### config.mk
export PLATFORM = sky130hd
export DESIGN_NAME = uart_rx_fifo
export DESIGN_NICKNAME = d
export VERILOG_FILES = /design/src/rtl/uart_rx_fifo.sv
export SDC_FILE = /design/constraint.sdc
export NUM_CORES = 1
export LEC_CHECK = 0
export BUFFER_PORTS_ARGS = -buffer_cell sky130_fd_sc_hd__buf_2
export CAP_MARGIN = 20
export CORE_MARGIN = 4
export CORE_UTILIZATION = 25
export DETAILED_ROUTE_END_ITERATION = 12
export HOLD_SLACK_MARGIN = 0.1
export PLACE_DENSITY_LB_ADDON = 0.08
export SYNTH_ARGS = -nofsm -noshare
export SYNTH_HDL_FRONTEND = slang
export SYNTH_SLANG_ARGS = --single-unit
### constraint.sdc
create_clock -name clk -period 2.65 [get_ports clk]
set_clock_uncertainty 0.1 [all_clocks]
set_input_delay 0.6625 -clock clk [delete_from_list [all_inputs] [get_ports clk]]
set_output_delay 0.6625 -clock clk [all_outputs]
set_load 0.02 [all_outputs]
### src/rtl/uart_rx_fifo.sv
// uart_rx_fifo: edge-detected UART receive byte FIFO with level, threshold, overrun and optional idle timeout
// Ports: clk/rst (sync active-high), BCLK baud tick (timeout only), rx_done/rx_byte from receiver,
//   rd_en pop strobe, ovr_clr overrun clear; rd_data/rd_valid registered pop result,
//   empty/full/count/rx_irq level status, overrun sticky drop flag, rx_timeout idle flag.
// Optional: define UART_RX_TIMEOUT_EN to build the BCLK idle timeout.
module uart_rx_fifo #(
  parameter int DATA_W = 8,
  parameter int DEPTH = 8,
  parameter int ADDR_W = 3,
  parameter int THRESH = 4,
  parameter int TIMEOUT_TICKS = 32
) (
  input  logic              clk,
  input  logic              rst,
  input  logic              BCLK,
  input  logic              rx_done,
  input  logic [DATA_W-1:0] rx_byte,
  input  logic              rd_en,
  input  logic              ovr_clr,
  output logic [DATA_W-1:0] rd_data,
  output logic              rd_valid,
  output logic              empty,
  output logic              full,
  output logic [ADDR_W:0]   count,
  output logic              overrun,
  output logic              rx_irq,
  output logic              rx_timeout
);
  logic [DATA_W-1:0] mem [DEPTH];
  logic [ADDR_W-1:0] wr_ptr, rd_ptr;
  logic done_q, push, pop, wr_ok, drop;
  assign empty = count == '0;
  assign full = count == (ADDR_W+1)'(DEPTH);
  assign rx_irq = count >= (ADDR_W+1)'(THRESH);
  assign push = rx_done & ~done_q;
  assign pop = rd_en & ~empty;
  assign wr_ok = push & (~full | pop);
  assign drop = push & full & ~pop;
  always_ff @(posedge clk) begin
    if (rst) begin
      wr_ptr <= '0;
      rd_ptr <= '0;
      count <= '0;
      rd_data <= '0;
      rd_valid <= 1'b0;
      overrun <= 1'b0;
      done_q <= 1'b0;
    end else begin
      done_q <= rx_done;
      if (wr_ok) begin
        mem[wr_ptr] <= rx_byte;
        wr_ptr <= wr_ptr + ADDR_W'(1);
      end
      if (pop) begin
        rd_data <= mem[rd_ptr];
        rd_ptr <= rd_ptr + ADDR_W'(1);
      end
      rd_valid <= pop;
      count <= count + (ADDR_W+1)'(wr_ok) - (ADDR_W+1)'(pop);
      overrun <= drop | (overrun & ~ovr_clr);
    end
  end
`ifdef UART_RX_TIMEOUT_EN
  localparam int TW = $clog2(TIMEOUT_TICKS + 1);
  logic [TW-1:0] idle;
  always_ff @(posedge clk) begin
    if (rst) begin
      idle <= '0;
      rx_timeout <= 1'b0;
    end else begin
      idle <= (wr_ok | pop | empty) ? '0 : (BCLK && idle != TW'(TIMEOUT_TICKS)) ? idle + TW'(1) : idle;
      rx_timeout <= (pop | empty) ? 1'b0 : (idle == TW'(TIMEOUT_TICKS)) ? 1'b1 : rx_timeout;
    end
  end
`else
  logic unused_bclk;
  assign unused_bclk = BCLK ^ (TIMEOUT_TICKS == 0);
  assign rx_timeout = 1'b0;
`endif
endmodule

==> impl_metrics.ini <==
[setup_path]
cp-end-kind = flop
crit_type = flop to flop
worstPathArrival_ns = 2.49
cp_max_fo = 5
worst_setup_path_start_kind = flop
required_ns = 2.77
r2r_cells = 11

[synth]
synth_flop_cell = edfxtp_1
async_flop_share = 0
syn_area_sq_um = 3410
ys_types = 34
syn_nets = 245
yosysSeqAreaShare = 0.687
yosysWarnings = 0
ys_ff_latch = 85
avgSynthCellArea_sq_um = 15.3
syn_inst = 223
synth_edf_count = 64

[timing]
relSlewSlack = 0.567
tns_ns = 0
setup_viol = 0
fin_crit_ns = 2.37
final.period_utilization = 0.896
fmax_mhz = 421
worst_slew_pin_slew_ns = 0.649
rsz0062_at_grt = false
final_hold_viol_count = 0
finalMaxSlewViolations = 0

[die]
rows = 42
io_pins = 32
die_height_um = 125
die_area_sq_um = 15600
dieWidth_um = 125
start_util = 0.257
core-area_sq_um = 13300

[detailed_routing]
routed_wirelength_um = 7610
first_pass_iters = 4
num_vias = 1896
drt-initial-drc-count = 134
wl_per_cell_um = 16.9
drc_errors = 0
viasPerCell = 4.20
antenna_left = 0

[run]
max_cap_violations = 0

[place]
dp_hpwl_um = 5050
routabilityCongestion = 0.644
io_buffers = 29
place_inst = 436

[final_layout]
antenna_cells = 0
synthToLayoutAreaGrowth_pct = 22.9
stdcell_count = 451
drive_gt1_frac = 0.244
nets = 293

[global_route]
grt_pass1_wl_um = 11800
grt_use_total = 0.104
antenna_found_initial = 0
grt-ovfl-total = 0
grt_pass1_vias = 1901
grt_max_degree = 29

[clock_network]
clk_pin_slew_ns = 0.06
root_buffer = clkbuf_16
holdBufCountCts = 0
cts.htree.levels = 3
cts.sinks = 85
clock_latency_ns = 0.33
cts_buffers = 9
cts_resized = 0
cts_tree = yes
cts_buffer_depth = 2
postCtsSetupBuffers = 0

[hold_path]
hp-class = flop to flop
min_path_cells = 1

[power]
cellLeakagePower_nw = 1.52
peakVddDrop_uv = 338
powerDensity_nw_per_um2 = 973

[status]
status = finished, final reports clean
layout make-up:
cell class	instances	area, sq um
clock buffers	10	229
clock inverters	5	101
fillers	1345	9100
inverters	8	30.0
multi-input cells	121	981
flip-flops and latches	85	2340
well taps	176	220
repair buffers	46	285
path summary, 6_finish.rpt:
kind	end	slack [ns]	from
worst min register to register	rd_data[6]	0.36	rd_data[6]
worst max-delay path	count[2]	0.28	count[2]
worst min-delay path	rd_data[6]	0.36	rd_data[6]
worst max register to register	count[2]	0.28	count[2]
cell usage after synthesis (all sizes together), types with 3 or more instances:
cell | n | area share
edfxtp | 64 | 0.56
mux2i | 34 | 0.10
dfxtp | 21 | 0.12
nor2 | 20 | 0.023
a22oi | 16 | 0.035
a32o | 8 | 0.023
buf | 8 | 0.016
inv | 8 | 0.0088
ha | 7 | 0.026
nor2b | 6 | 0.011
nand2 | 4 | 0.0066
xor2 | 4 | 0.010
a21oi | 3 | 0.0077
worst max-delay path, cell delays in order (launching register included):
cell and delay [ns]:
dfxtp_1 0.32, inv_1 0.07, ha_1 0.22, or3b_4 0.29, nand2_4 0.08, or2_2 0.31, nand2_1 0.07, ha_1 0.15
inv_1 0.05, fa_1 0.37, xor2_1 0.16, nor2_1 0.05
sequential cells by signal, indices dropped and copies added (netlist names):
| signal | count |
|---|---|
| mem | 64 |
| rd_valid | 1 |
| rd_data | 8 |
| done_q | 1 |
| wr_ptr | 3 |
| rd_ptr | 3 |
| count | 4 |
| overrun | 1 |
cell families (layout without fill, tap and decap cells):
group,Yosys count,count (layout),synth area share
adders and majority gates,8,8,0.0315
muxes,34,34,0.0998
AOI/OAI and AO/OA,30,30,0.0752
xor gates and xnor gates,6,6,0.0154
other,1,1,0.00110
and+or+nand+nor,42,42,0.0646
buffers and inverters,17,69,0.0257
DFF,85,85,0.687
cells in the final DEF, fill, tap and decap left out, types with 2 or more instances in the layout:
cell	n
buf_4	16
a32o_1	8
nand3_1	2
ha_1	7
dfxtp_1	20
nand2_1	3
a21oi_1	2
nor2_1	19
edfxtp_1	64
nand2b_1	2
a22oi_1	16
xor2_1	4
or3b_4	2
mux2i_1	34
bufinv_16	3
buf_2	29
nor3_1	2
xnor2_1	2
nor2b_1	6
inv_1	8
clkbuf_16	9
where the power goes:
| part | switching [mW] | internal, mW |
|---|---|---|
| sequential | 0.0901 | 1.54 |
| clock | 0.495 | 0.913 |
| combinational | 0.585 | 0.453 |
layer usage:
layer / routed length [um] / share of wire / GRT usage
met3: 365 / 0.048 / 0.0382
met1: 3510 / 0.46 / 0.134
met2: 3660 / 0.48 / 0.163
met4: 70 / 0.0092 / 0.0290
met5: 0 / 0 / 0
stage by stage:
stage | instance area [sq um] | power, mW | worst slack, ns | util | hold slack, ns
after floorplan | 3410 | 2.42 | 0.238 | - | 0.411
after global placement | 3860 | 2.73 | 0.234 | 0.290 | 0.353
after detailed placement | 3860 | 2.73 | 0.256 | 0.290 | 0.354
after CTS | 4190 | 4.15 | 0.245 | 0.315 | 0.369
after global routing | 4190 | 4.30 | 0.0949 | 0.315 | 0.385
final | 4190 | 4.08 | 0.277 | 0.315 | 0.364
(Power assumes the default switching activity.)
